<file path="src/rtl/sram_burst_master_if.sv">
`default_nettype none
`timescale 1ns/1ps
// ============================================================================
// Module   : sram_burst_master_if
// Purpose  : Bundle of the burst-request, write-stream, read-stream and SRAM
//            port signals used by sram_burst_master.
//            The master modport is the block's own view.
//            The slave modport is the view of the client and SRAM around it.
// Revision : 1.0 - initial release
// ============================================================================
interface sram_burst_master_if #(
    parameter int AW = 10,
    parameter int DW = 24,
    parameter int LW = 8
);
    // Burst request
    logic          REQ_VALID;
    logic          REQ_READY;
    logic          REQ_WR;
    logic [AW-1:0] REQ_ADDR;
    logic [LW-1:0] REQ_LEN;
    // Write-data stream
    logic          WR_VALID;
    logic          WR_READY;
    logic [DW-1:0] WR_DATA;
    // Read-data stream
    logic          RD_VALID;
    logic          RD_READY;
    logic [DW-1:0] RD_DATA;
    // Burst completion pulse
    logic          DONE;
    // SRAM port
    logic          SRAM_CS_N;
    logic          SRAM_WE_N;
    logic [AW-1:0] SRAM_ADDR;
    logic [DW-1:0] SRAM_WDATA;
    logic [DW-1:0] SRAM_RDATA;

    modport master (
        input  REQ_VALID, REQ_WR, REQ_ADDR, REQ_LEN,
        input  WR_VALID, WR_DATA,
        input  RD_READY,
        input  SRAM_RDATA,
        output REQ_READY, WR_READY,
        output RD_VALID, RD_DATA,
        output DONE,
        output SRAM_CS_N, SRAM_WE_N, SRAM_ADDR, SRAM_WDATA
    );

    modport slave (
        output REQ_VALID, REQ_WR, REQ_ADDR, REQ_LEN,
        output WR_VALID, WR_DATA,
        output RD_READY,
        output SRAM_RDATA,
        input  REQ_READY, WR_READY,
        input  RD_VALID, RD_DATA,
        input  DONE,
        input  SRAM_CS_N, SRAM_WE_N, SRAM_ADDR, SRAM_WDATA
    );
endinterface
`default_nettype wire

</file>
<file path="src/rtl/sram_burst_master.sv">
`default_nettype none
`timescale 1ns/1ps
// ============================================================================
// Module   : sram_burst_master
// Purpose  : Turns a burst request into single-word SRAM cycles on one port.
//            Write data comes from a valid/ready stream.
//            Read data returns through a small FIFO so the consumer can stall.
// Revision : 1.0 - initial release
// ============================================================================
module sram_burst_master #(
    parameter int AW            = 10,
    parameter int DW            = 24,
    parameter int LW            = 8,
    parameter int RD_FIFO_DEPTH = 4
) (
    input  logic                sram_clk,
    input  logic                sram_rst,
    sram_burst_master_if.master bus
);

    localparam int PW = (RD_FIFO_DEPTH > 1) ? $clog2(RD_FIFO_DEPTH) : 1;
    localparam int CW = $clog2(RD_FIFO_DEPTH + 1);
    localparam logic [CW:0]   c_fifo_depth = (CW+1)'(RD_FIFO_DEPTH);
    localparam logic [PW-1:0] c_last_ptr   = PW'(RD_FIFO_DEPTH - 1);

    typedef enum logic [1:0] {
        S_IDLE  = 2'd0,
        S_WRITE = 2'd1,
        S_READ  = 2'd2
    } state_t;

    state_t        r_state;
    logic [AW-1:0] r_addr;
    logic [LW:0]   r_remaining;
    logic [1:0]    r_inflight;   // read commands issued but not yet pushed
    logic          r_rd_s2;      // SRAM_RDATA carries a requested word this cycle
    logic          r_cs_n;
    logic          r_we_n;
    logic          r_done;
    logic [AW-1:0] r_sram_addr;
    logic [DW-1:0] r_sram_wdata;

    logic [DW-1:0] r_fifo_mem [RD_FIFO_DEPTH];
    logic [PW-1:0] r_rd_ptr;
    logic [PW-1:0] r_wr_ptr;
    logic [CW-1:0] r_count;

    logic w_wr_accept;
    logic w_credit;
    logic w_rd_issue;
    logic w_push;
    logic w_pop;
    logic w_last_push;

    // Credits cover both words already buffered and words still in the SRAM pipe,
    // so a push can never find the FIFO full.
    assign w_credit    = ((CW+1)'(r_count) + (CW+1)'(r_inflight)) < c_fifo_depth;
    assign w_wr_accept = (r_state == S_WRITE) && (r_remaining != '0) && bus.WR_VALID;
    assign w_rd_issue  = (r_state == S_READ) && (r_remaining != '0) && w_credit;
    assign w_push      = r_rd_s2;
    assign w_pop       = bus.RD_READY && (r_count != '0);
    assign w_last_push = (r_state == S_READ) && w_push &&
                         (r_remaining == '0) && (r_inflight == 2'd1);

    assign bus.REQ_READY  = (r_state == S_IDLE);
    assign bus.WR_READY   = (r_state == S_WRITE) && (r_remaining != '0);
    assign bus.RD_VALID   = (r_count != '0);
    assign bus.RD_DATA    = r_fifo_mem[r_rd_ptr];
    assign bus.DONE       = r_done;
    assign bus.SRAM_CS_N  = r_cs_n;
    assign bus.SRAM_WE_N  = r_we_n;
    assign bus.SRAM_ADDR  = r_sram_addr;
    assign bus.SRAM_WDATA = r_sram_wdata;

    // Burst FSM: sequences the request, drives registered SRAM pins, tracks reads in flight
    always_ff @(posedge sram_clk or posedge sram_rst) begin
        if (sram_rst) begin
            r_state      <= S_IDLE;
            r_addr       <= '0;
            r_remaining  <= '0;
            r_inflight   <= '0;
            r_rd_s2      <= 1'b0;
            r_cs_n       <= 1'b1;
            r_we_n       <= 1'b1;
            r_done       <= 1'b0;
            r_sram_addr  <= '0;
            r_sram_wdata <= '0;
        end else begin
            r_done  <= 1'b0;
            r_cs_n  <= 1'b1;
            r_we_n  <= 1'b1;
            // A read command on the pins this cycle returns data next cycle
            r_rd_s2 <= !r_cs_n && r_we_n;

            case ({w_rd_issue, w_push})
                2'b10:   r_inflight <= r_inflight + 2'd1;
                2'b01:   r_inflight <= r_inflight - 2'd1;
                default: r_inflight <= r_inflight;
            endcase

            case (r_state)
                S_IDLE: begin
                    if (bus.REQ_VALID) begin
                        r_addr      <= bus.REQ_ADDR;
                        r_remaining <= {1'b0, bus.REQ_LEN} + 1'b1;
                        r_state     <= bus.REQ_WR ? S_WRITE : S_READ;
                    end
                end
                S_WRITE: begin
                    if (w_wr_accept) begin
                        r_cs_n       <= 1'b0;
                        r_we_n       <= 1'b0;
                        r_sram_addr  <= r_addr;
                        r_sram_wdata <= bus.WR_DATA;
                        r_addr       <= r_addr + 1'b1;
                        r_remaining  <= r_remaining - 1'b1;
                    end else if (r_remaining == '0) begin
                        // Last beat's pin cycle has just ended
                        r_state <= S_IDLE;
                        r_done  <= 1'b1;
                    end
                end
                S_READ: begin
                    if (w_rd_issue) begin
                        r_cs_n      <= 1'b0;
                        r_sram_addr <= r_addr;
                        r_addr      <= r_addr + 1'b1;
                        r_remaining <= r_remaining - 1'b1;
                    end
                    if (w_last_push) begin
                        r_state <= S_IDLE;
                        r_done  <= 1'b1;
                    end
                end
                default: r_state <= S_IDLE;
            endcase
        end
    end

    // Read-return FIFO: captures SRAM_RDATA one cycle after each read command
    always_ff @(posedge sram_clk or posedge sram_rst) begin
        if (sram_rst) begin
            r_rd_ptr <= '0;
            r_wr_ptr <= '0;
            r_count  <= '0;
            for (int i = 0; i < RD_FIFO_DEPTH; i++) begin
                r_fifo_mem[i] <= '0;
            end
        end else begin
            if (w_push) begin
                r_fifo_mem[r_wr_ptr] <= bus.SRAM_RDATA;
                r_wr_ptr <= (r_wr_ptr == c_last_ptr) ? '0 : r_wr_ptr + 1'b1;
            end
            if (w_pop) begin
                r_rd_ptr <= (r_rd_ptr == c_last_ptr) ? '0 : r_rd_ptr + 1'b1;
            end
            case ({w_push, w_pop})
                2'b10:   r_count <= r_count + 1'b1;
                2'b01:   r_count <= r_count - 1'b1;
                default: r_count <= r_count;
            endcase
        end
    end

endmodule
`default_nettype wire

</file>
<file path="src/flat_wrapper.sv">
// flat-port wrapper written by rule: the top's interface ports become plain ports
module sram_burst_master_flat 
#(
    parameter int AW            = 10,
    parameter int DW            = 24,
    parameter int LW            = 8,
    parameter int RD_FIFO_DEPTH = 4
)
  (sram_clk, sram_rst, bus_REQ_VALID, bus_REQ_WR, bus_REQ_ADDR, bus_REQ_LEN, bus_WR_VALID, bus_WR_DATA, bus_RD_READY, bus_SRAM_RDATA, bus_REQ_READY, bus_WR_READY, bus_RD_VALID, bus_RD_DATA, bus_DONE, bus_SRAM_CS_N, bus_SRAM_WE_N, bus_SRAM_ADDR, bus_SRAM_WDATA);
  sram_burst_master_if #(.AW(AW), .DW(DW), .LW(LW)) bus_i ();
  input  logic sram_clk;
  input  logic sram_rst;
  input wire logic [$bits(bus_i.REQ_VALID)-1:0] bus_REQ_VALID;
  input wire logic [$bits(bus_i.REQ_WR)-1:0] bus_REQ_WR;
  input wire logic [$bits(bus_i.REQ_ADDR)-1:0] bus_REQ_ADDR;
  input wire logic [$bits(bus_i.REQ_LEN)-1:0] bus_REQ_LEN;
  input wire logic [$bits(bus_i.WR_VALID)-1:0] bus_WR_VALID;
  input wire logic [$bits(bus_i.WR_DATA)-1:0] bus_WR_DATA;
  input wire logic [$bits(bus_i.RD_READY)-1:0] bus_RD_READY;
  input wire logic [$bits(bus_i.SRAM_RDATA)-1:0] bus_SRAM_RDATA;
  output wire logic [$bits(bus_i.REQ_READY)-1:0] bus_REQ_READY;
  output wire logic [$bits(bus_i.WR_READY)-1:0] bus_WR_READY;
  output wire logic [$bits(bus_i.RD_VALID)-1:0] bus_RD_VALID;
  output wire logic [$bits(bus_i.RD_DATA)-1:0] bus_RD_DATA;
  output wire logic [$bits(bus_i.DONE)-1:0] bus_DONE;
  output wire logic [$bits(bus_i.SRAM_CS_N)-1:0] bus_SRAM_CS_N;
  output wire logic [$bits(bus_i.SRAM_WE_N)-1:0] bus_SRAM_WE_N;
  output wire logic [$bits(bus_i.SRAM_ADDR)-1:0] bus_SRAM_ADDR;
  output wire logic [$bits(bus_i.SRAM_WDATA)-1:0] bus_SRAM_WDATA;
  assign bus_i.REQ_VALID = bus_REQ_VALID;
  assign bus_i.REQ_WR = bus_REQ_WR;
  assign bus_i.REQ_ADDR = bus_REQ_ADDR;
  assign bus_i.REQ_LEN = bus_REQ_LEN;
  assign bus_i.WR_VALID = bus_WR_VALID;
  assign bus_i.WR_DATA = bus_WR_DATA;
  assign bus_i.RD_READY = bus_RD_READY;
  assign bus_i.SRAM_RDATA = bus_SRAM_RDATA;
  assign bus_REQ_READY = bus_i.REQ_READY;
  assign bus_WR_READY = bus_i.WR_READY;
  assign bus_RD_VALID = bus_i.RD_VALID;
  assign bus_RD_DATA = bus_i.RD_DATA;
  assign bus_DONE = bus_i.DONE;
  assign bus_SRAM_CS_N = bus_i.SRAM_CS_N;
  assign bus_SRAM_WE_N = bus_i.SRAM_WE_N;
  assign bus_SRAM_ADDR = bus_i.SRAM_ADDR;
  assign bus_SRAM_WDATA = bus_i.SRAM_WDATA;
  sram_burst_master #(.AW(AW), .DW(DW), .LW(LW), .RD_FIFO_DEPTH(RD_FIFO_DEPTH)) u_core (.sram_clk(sram_clk), .sram_rst(sram_rst), .bus(bus_i));
endmodule
</file>
<file path="config.mk">
export PLATFORM = sky130hd
export DESIGN_NAME = sram_burst_master_flat
export DESIGN_NICKNAME = d
export VERILOG_FILES = /design/src/rtl/sram_burst_master_if.sv /design/src/rtl/sram_burst_master.sv /design/src/flat_wrapper.sv
export SDC_FILE = /design/constraint.sdc
export NUM_CORES = 1
export LEC_CHECK = 0
export BUFFER_PORTS_ARGS = -buffer_cell sky130_fd_sc_hd__buf_2
export CAP_MARGIN = 20
export CORE_UTILIZATION = 28
export CTS_CLUSTER_DIAMETER = 50
export DETAILED_ROUTE_END_ITERATION = 8
export GPL_TIMING_DRIVEN = 0
export SYNTH_ARGS = -nofsm -noshare
export SYNTH_HDL_FRONTEND = slang
export SYNTH_SLANG_ARGS = --single-unit
</file>
<file path="constraint.sdc">
create_clock -name sram_clk -period 4.8 [get_ports sram_clk]
set_input_delay 0.24 -clock sram_clk [delete_from_list [all_inputs] [get_ports sram_clk]]
set_output_delay 0.24 -clock sram_clk [all_outputs]
set_load 0.05 [all_outputs]
</file>
==> metrics.csv, run 1 <==
stage,metric,value,unit
route,DRC Markers,0,
global_route,met1 Use GR,0.169,
floorplan,Die Width,167,um
timing,Final min period,3.04,ns
global_route,GR peak layer,met2,
timing,unrepaired setup endpoints after global routing,no,
route,Routed Antenna Nets,0,
yosys,synth warn,0,
timing,Final Skew,0.0108,ns
critical_path,CP max-delay cell,buf_1,
critical_path,Worst EP arrival,2.80,ns
route,drt total wl,16.8,mm
yosys,post-synth net total,641,
clock_network,Skew-Pair Late Insertion Delay,0.43,ns
timing,Worst-Margin Slew,0.925,ns
clock_network,clock buffer depth,2,
layout,Area Overhead vs Synth,22.6,%
global_route,initial antenna violation count,0,
layout,n_diodes,0,
clock_network,CTS H-tree lvls,4,
critical_path,crit path from,u_core.r_rd_ptr[1],
global_route,All-Layer GR Usage,0.127,
run,Max-Cap Viols,0,
timing,Fmax achieved,329,MHz
clock_network,clock sinks,164,
route,vias per cell,4.62,
yosys,share of the synthesized area in the top cell type,0.532,
yosys,Synth Cell Area,7620,um2
yosys,"Distinct cells, synth",45,
critical_path,Worst path max stage delay,0.75,ns
yosys,number of synthesized flops with an enable pin,0,
yosys,Mean Syn Cell Area,13.8,um2
timing,Max Slew Vio Count,0,
hold_path,worst hold-check path type,input port to flop,
layout,Nets,797,
global_route,M3 GR Usage,0.0318,
placed_design,gpl congestion,0.816,
critical_path,Worst Path Max Fanout,10,
route,vias,4916,
placed_design,hpwl dp,11.7,mm
layout,fin area,9330,um2
critical_path,CP startpoint kind,flop,
yosys,"Top FF cell, synth",dfrtp_1,
floorplan,initial core utilization,0.284,
clock_network,CTS resizes,0,
placed_design,Placed Area,8750,um2
critical_path,"delay-heaviest family, CP",buffers and inverters,
placed_design,port buffer count,135,
critical_path,Critical Path RT,4.56,ns
global_route,first-pass GRT wire length,27.5,mm
global_route,residual overflow from global routing,0,
floorplan,Die ar.,27900,um2
yosys,cell taking the most area after synthesis,dfrtp_1,
hold_path,HP Start,bus_WR_DATA[3],
clock_network,hold buffers post-CTS,1,
yosys,Async SR Flop Fraction,1.00,
floorplan,Die Y,167,um
layout,Final Util,0.348,
floorplan,Core Box Area,26800,um2
route,first-pass iteration count of the detailed router,5,
timing,Final Hold Viols,0,
yosys,synth top area cells,"dfrtp_1 (53%), mux2_2 (17%), mux4_2 (7.1%)",
critical_path,CP Buf/Inv Count,3,
floorplan,row count,60,
clock_network,Post-CTS Setup Inserts,0,
critical_path,Worst R2R Start,u_core.r_remaining[0],
floorplan,I/O pin total,136,
route,1st-iter DRT viols,230,
clock_network,CTS tree,built,
clock_network,"Clk pin slew, worst setup/hold paths",0.07,ns
outcome,outcome,completed,
clock_network,root buffer cell,clkbuf_16,
yosys,most common cell in the netlist,dfrtp_1,
timing,period utilization,0.633,
global_route,met2 Track Usage GR,0.205,
yosys,#FFs+latches synth,164,
critical_path,CP endpoint kind,primary output,
critical_path,critical path class,flop to primary output,
yosys,register area share after synthesis,0.539,
route,DR WL/cell,15.8,um
yosys,Cells after Synth,553,
clock_network,Inserted Clock Buffers,17,
timing,Final setup violation count,0,
layout,fraction of layout cells with a size suffix above 1,0.467,
global_route,vias in the first global route,5014,
global_route,largest net degree at the start of global routing,88,
yosys,most frequent cells after synthesis,"dfrtp_1 (162), mux2_2 (112), nand2_1 (32)",
critical_path,crit-path cells,"clkbuf_1, buf_1, mux4_2, buf_2",
timing,Rel. slew slack,0.383,
==> worst register-to-register path: cells and delay by family (launching register included) <==
kind | cells | cell delay [ns]
fa+ha+maj | 1 | 0.22
compound gates | 2 | 0.86
flops | 1 | 0.40
buf+inv | 2 | 0.51
simple gates | 3 | 0.49
==> path summary, 6_finish.rpt <==
path | slack [ns] | end | cells after the start
hold / removal | 0.04 | u_core.bus.SRAM_WDATA[3] | 2
setup reg to reg | 2.21 | u_core.r_remaining[0] | 8
max in group asynchronous | 3.53 | u_core.r_addr[3] | 4
setup / recovery | 1.76 | bus_RD_DATA[16] | 4
min in group asynchronous | 0.46 | u_core.bus.SRAM_WDATA[9] | 3
hold reg to reg | 0.49 | u_core.r_count[2] | 1
==> metal layers <==
metal,routed length [um],share of wire
met1,7930,0.47
met4,111,0.0066
met5,0,0
met3,716,0.043
met2,8000,0.48
==> metrics by stage <==
step,setup WS [ns],std cells,hold slack (ns),setup TNS [ns]
floorplan,0.130,553,0.389,0
global placement,-2.03,1029,0.472,-326.53
detailed placement,2.08,1030,0.385,0
CTS,1.61,1063,0.00980,0
global route,1.51,1063,0.00589,0
finish,1.76,1063,0.0359,0
==> cell families after synthesis <==
kind of cell    count (synthesis)  synth area share
compound gates                 69            0.0531
xor+xnor                       11            0.0126
fa+ha+maj                      16            0.0273
buf+inv                        45            0.0273
flops                         164             0.539
mux                           156             0.275
simple gates                   92            0.0652
==> cell type report <==
cell class                      instances  area [um2]
Buffer                                 29         148
Clock buffer                           18         429
Clock inverter                         14         141
Fill cell                            2646       17500
Inverter                               16        67.6
Multi-Input combinational cell        344        3300
Sequential cell                       164        4110
Tap cell                              341         427
Timing Repair Buffer                  137         713
==> registers in the layout, summed over array words and instances (netlist names), 2 cells and up <==
| register | count |
|---|---|
| u_core.r_fifo_mem | 96 |
| u_core.bus.SRAM_WDATA | 24 |
| u_core.bus.SRAM_ADDR | 10 |
| u_core.r_addr | 10 |
| u_core.r_remaining | 9 |
| u_core.r_count | 3 |
| u_core.r_inflight | 2 |
| u_core.r_rd_ptr | 2 |
| u_core.r_state | 2 |
| u_core.r_wr_ptr | 2 |
==> cells in the final DEF (no fill, tap or decap), types with 4 or more instances in the layout <==
| cell type | Yosys | routed |
|---|---|---|
| buf_1 | 9 | 9 |
| dfrtp_1 | 162 | 162 |
| nand2_1 | 32 | 32 |
| mux4_2 | 24 | 24 |
| nor2_1 | 8 | 8 |
| a21oi_1 | 18 | 18 |
| o21ai_0 | 22 | 22 |
| inv_6 | 0 | 5 |
| nor3_1 | 5 | 5 |
| clkbuf_1 | 15 | 16 |
| o22ai_1 | 5 | 5 |
| xor2_1 | 6 | 6 |
| buf_2 | 2 | 137 |
| inv_1 | 16 | 15 |
| xnor2_1 | 5 | 5 |
| a31oi_1 | 13 | 13 |
| clkbuf_16 | 0 | 17 |
| mux2_2 | 112 | 112 |
| ha_1 | 15 | 15 |
| mux2_4 | 19 | 19 |
| nand4_1 | 5 | 5 |
| nand3_1 | 18 | 18 |
| nand2b_1 | 5 | 5 |
| a22o_1 | 4 | 4 |
Power of run 1 is left out: the tool's default activity adds up to more than one toggle a clock period on the data nets, which glitch-free logic cannot reach.
==> run 2, diff against run 1 <==
--- a/config.mk
+++ b/config.mk
@@ -5,6 +5,7 @@
 export SDC_FILE = /design/constraint.sdc
 export NUM_CORES = 1
 export LEC_CHECK = 0
+export ABC_AREA = 1
 export BUFFER_PORTS_ARGS = -buffer_cell sky130_fd_sc_hd__buf_2
 export CAP_MARGIN = 20
 export CORE_UTILIZATION = 28
==> constraint.sdc (replaced) <==
create_clock -name sram_clk -period 2.7 [get_ports sram_clk]
set_input_delay 0.135 -clock sram_clk [delete_from_list [all_inputs] [get_ports sram_clk]]
set_output_delay 0.135 -clock sram_clk [all_outputs]
set_load 0.05 [all_outputs]
==> metrics.csv, run 2 <==
stage,metric,value,unit,change
outcome,outcome,completed,,unchanged
global_route,first-pass GRT wire length,36.6,mm,was 27.5 mm
timing,Final min period,2.56,ns,
global_route,All-Layer GR Usage,0.162,,was 0.127
clock_network,Inserted Clock Buffers,17,,unchanged
layout,max FFs per register,96,,unchanged
clock_network,clock sinks,164,,unchanged
global_route,residual overflow from global routing,0,,unchanged
global_route,largest net degree at the start of global routing,42,,was 88
layout,Multi-input gate area,3130,um2,was 3300 um2
route,Routed Antenna Nets,0,,unchanged
yosys,register area share after synthesis,0.527,,was 0.539
placed_design,hpwl dp,15.3,mm,was 11.7 mm
critical_path,crit path from,u_core.r_rd_ptr[0],,was u_core.r_rd_ptr[1]
placed_design,port buffer count,135,,unchanged
critical_path,Critical Path RT,2.57,ns,was 4.56 ns
critical_path,Worst R2R Start,u_core.r_state[0],,was u_core.r_remaining[0]
layout,fraction of layout cells with a size suffix above 1,0.183,,was 0.467
layout,Area Overhead vs Synth,26.6,%,was 22.6%
layout,Final Util,0.364,,was 0.348
critical_path,critical path class,flop to primary output,,unchanged
yosys,Mean Syn Cell Area,8.22,um2,was 13.8 um2
yosys,cell taking the most area after synthesis,dfrtp_1,,unchanged
hold_path,HP Start,bus_SRAM_RDATA[22],,was bus_WR_DATA[3]
placed_design,Placed Area,9020,um2,was 8750 um2
layout,Reg area,4110,um2,unchanged
critical_path,FF-to-FF End,u_core.r_addr[0],,was u_core.r_remaining[0]
placed_design,gpl congestion,0.809,,was 0.816
yosys,Async SR Flop Fraction,1.00,,unchanged
route,vias per cell,4.61,,was 4.62
layout,n_diodes,0,,unchanged
yosys,"Top FF cell, synth",dfrtp_1,,unchanged
route,vias,6989,,was 4916
critical_path,cell count of the worst reg-to-reg path,9,,was 8
yosys,"Distinct cells, synth",33,,was 45
floorplan,initial core utilization,0.288,,was 0.284
yosys,most common cell in the netlist,nand2_1,,was dfrtp_1
critical_path,r2r setup slk,0.59,ns,was 2.21 ns
yosys,number of synthesized flops with an enable pin,0,,unchanged
floorplan,row count,60,,unchanged
yosys,#FFs+latches synth,164,,unchanged
critical_path,CP max-delay cell,clkbuf_1,,was buf_1
timing,unrepaired setup endpoints after global routing,no,,unchanged
clock_network,CTS tree,built,,unchanged
clock_network,"Clk pin slew, worst setup/hold paths",0.07,ns,about the same
global_route,vias in the first global route,7061,,was 5014
clock_network,root buffer cell,clkbuf_16,,unchanged
route,DRC Markers,0,,unchanged
power_and_ir_drop,Static Leak,4.98,nW,
layout,Nets,1220,,was 797
layout,fin area,9860,um2,was 9330 um2
critical_path,Worst EP arrival,2.42,ns,was 2.80 ns
layout,Final Non-Filler Cells,1516,,was 1063
critical_path,CP startpoint kind,flop,,unchanged
floorplan,Die Width,169,um,was 167 um
power_and_ir_drop,Worst VDD drop,0.605,mV,
route,1st-iter DRT viols,468,,was 230
critical_path,Worst Path Max Fanout,10,,unchanged
layout,fillers,2857,,was 2646
yosys,synth top area cells,"dfrtp_1 (52%), nand2_1 (12%), o21ai_0 (11%)",,"was dfrtp_1 (53%), mux2_2 (17%), mux4_2 (7.1%)"
clock_network,Post-CTS Setup Inserts,0,,unchanged
critical_path,Worst path max stage delay,0.53,ns,was 0.75 ns
global_route,initial antenna violation count,0,,unchanged
floorplan,I/O pin total,136,,unchanged
layout,most frequent cells in the layout,"nand2_1 (257), o21ai_0 (179), dfrtp_1 (162)",,"was dfrtp_1 (162), buf_2 (137), mux2_2 (112)"
critical_path,most frequent CP cell,clkbuf_1,,
timing,Final Skew,0.0109,ns,was 0.0108 ns
timing,Max Slew Vio Count,0,,unchanged
yosys,Synth Cell Area,7790,um2,was 7620 um2
yosys,Cells after Synth,948,,was 553
timing,Rel. slew slack,0.573,,was 0.383
yosys,most frequent cells after synthesis,"nand2_1 (257), o21ai_0 (179), dfrtp_1 (162)",,"was dfrtp_1 (162), mux2_2 (112), nand2_1 (32)"
timing,Fmax achieved,391,MHz,
clock_network,Skew-Pair Late Insertion Delay,0.43,ns,about the same
placed_design,placed instance count,1459,,was 1030
route,first-pass iteration count of the detailed router,5,,unchanged
clock_network,clock buffer depth,2,,unchanged
timing,Final setup violation count,0,,unchanged
hold_path,Hold Path End,u_core.r_fifo_mem[22],,was u_core.bus.SRAM_WDATA[3]
route,drt total wl,22.0,mm,was 16.8 mm
hold_path,worst hold-check path type,input port to flop,,unchanged
yosys,post-synth net total,1036,,was 641
yosys,synth warn,0,,unchanged
layout,most flop-heavy register,u_core.r_fifo_mem,,unchanged
timing,Worst-Margin Slew,0.640,ns,was 0.925 ns
critical_path,crit-path cells,"clkbuf_1, clkbuf_1, nor2_1, o22ai_1, buf_2",,"was clkbuf_1, buf_1, mux4_2, buf_2"
floorplan,Die Y,169,um,was 167 um
floorplan,Die ar.,28500,um2,was 27900 um2
timing,period utilization,0.947,,
yosys,share of the synthesized area in the top cell type,0.520,,was 0.532
route,DR WL/cell,14.5,um,was 15.8 um
power_and_ir_drop,pwr dens,1430,nW/um2,
hold_path,hold depth,3,,was 2
layout,"commonest non-fill, non-tap cell in the layout",nand2_1,,was dfrtp_1
run,Max-Cap Viols,0,,unchanged
clock_network,CTS H-tree lvls,4,,unchanged
timing,Final Hold Viols,0,,unchanged
critical_path,CP endpoint kind,primary output,,unchanged
floorplan,Core Box Area,27100,um2,was 26800 um2
run 2: cell count changes in the layout (fill, tap and decap cells not counted), sizes merged, moves of 13 or more:
cell / delta
nor2: +65
inv: +66
nand3: +29
o21ai: +165
clkbuf: +21
a21oi: -13
mux2: -131
mux4: -24
o22ai: +19
nand2: +227
dlygate4sd3: +25
run 2: worst max-delay path, delay by kind of cell, from the launching register on:
kind | cells | cell delay, ns
compound gates | 1 | 0.25
buf+inv | 3 | 1.22
flops | 1 | 0.42
simple gates | 1 | 0.10
run 2: final cells by class:
| cell class | count | share of cell area |
|---|---|---|
| well taps | 372 | 0.0472 |
| plain buffers | 51 | 0.0236 |
| flip-flops and latches | 164 | 0.416 |
| inverters | 87 | 0.0335 |
| repair buffers | 165 | 0.103 |
| clock buffers | 20 | 0.0463 |
| multi-input cells | 646 | 0.317 |
| clock inverters | 11 | 0.0127 |
run 2: report_power, final:
group	switching, mW	internal, mW
logic	5.25	2.02
clock network	1.03	1.41
registers	0.732	3.67
run 2: worst max path at each step:
stage | endpoint | slack (ns) | cells after the start
2_1_floorplan | u_core.bus.DONE | 0.48 | 1
3_3_place_gp | u_core.r_fifo_mem[4] | -0.70 | 2
3_5_place_dp | bus_RD_DATA[14] | 0.45 | 6
4_1_cts | bus_RD_DATA[14] | 0.12 | 5
5_1_grt | bus_RD_DATA[14] | 0.02 | 5
6_report | bus_RD_DATA[14] | 0.14 | 5
run 2: routing by layer:
| metal | wire [um] | global-route usage | share of wire | vias up |
|---|---|---|---|---|
| li1 | - | - | - | 3459 |
| met1 | 10400 | 0.218 | 0.47 | 3311 |
| met2 | 10400 | 0.271 | 0.47 | 197 |
| met3 | 996 | 0.0295 | 0.045 | 22 |
| met4 | 217 | 0.0368 | 0.0098 | 0 |
| met5 | 0 | 0 | 0 | - |
run 2: what timing repair did:
| item | CTS | global route |
|---|---|---|
| hold buffers | 26 | 0 |
| resized for setup | 1 | 2 |
| setup endpoints to repair | 1 | 2 |
| hold endpoints to repair | 45 | 0 |
run 2: kinds of logic (layout without fill, tap and decap cells):
| group | count (synthesis) | in the layout | share of synthesized area |
|---|---|---|---|
| and+or+nand+nor | 397 | 397 | 0.215 |
| buffers and inverters | 138 | 334 | 0.0714 |
| adders and majority gates | 16 | 16 | 0.0266 |
| DFF | 164 | 164 | 0.527 |
| AOI/OAI and AO/OA | 225 | 225 | 0.151 |
| xor gates and xnor gates | 8 | 8 | 0.00899 |
run 2: through the flow:
step                hold slack (ns)  setup TNS (ns)  total power [mW]  setup WS, ns
floorplan                     0.266               0              9.76         0.482
global placement              0.373         -111.59              11.6        -0.703
detailed placement            0.216               0              11.7         0.447
CTS                          0.0176               0              14.2         0.117
global route                 0.0390               0              15.3        0.0198
finish                       0.0326               0              14.1         0.143
Power figures use the tool's default switching activity.
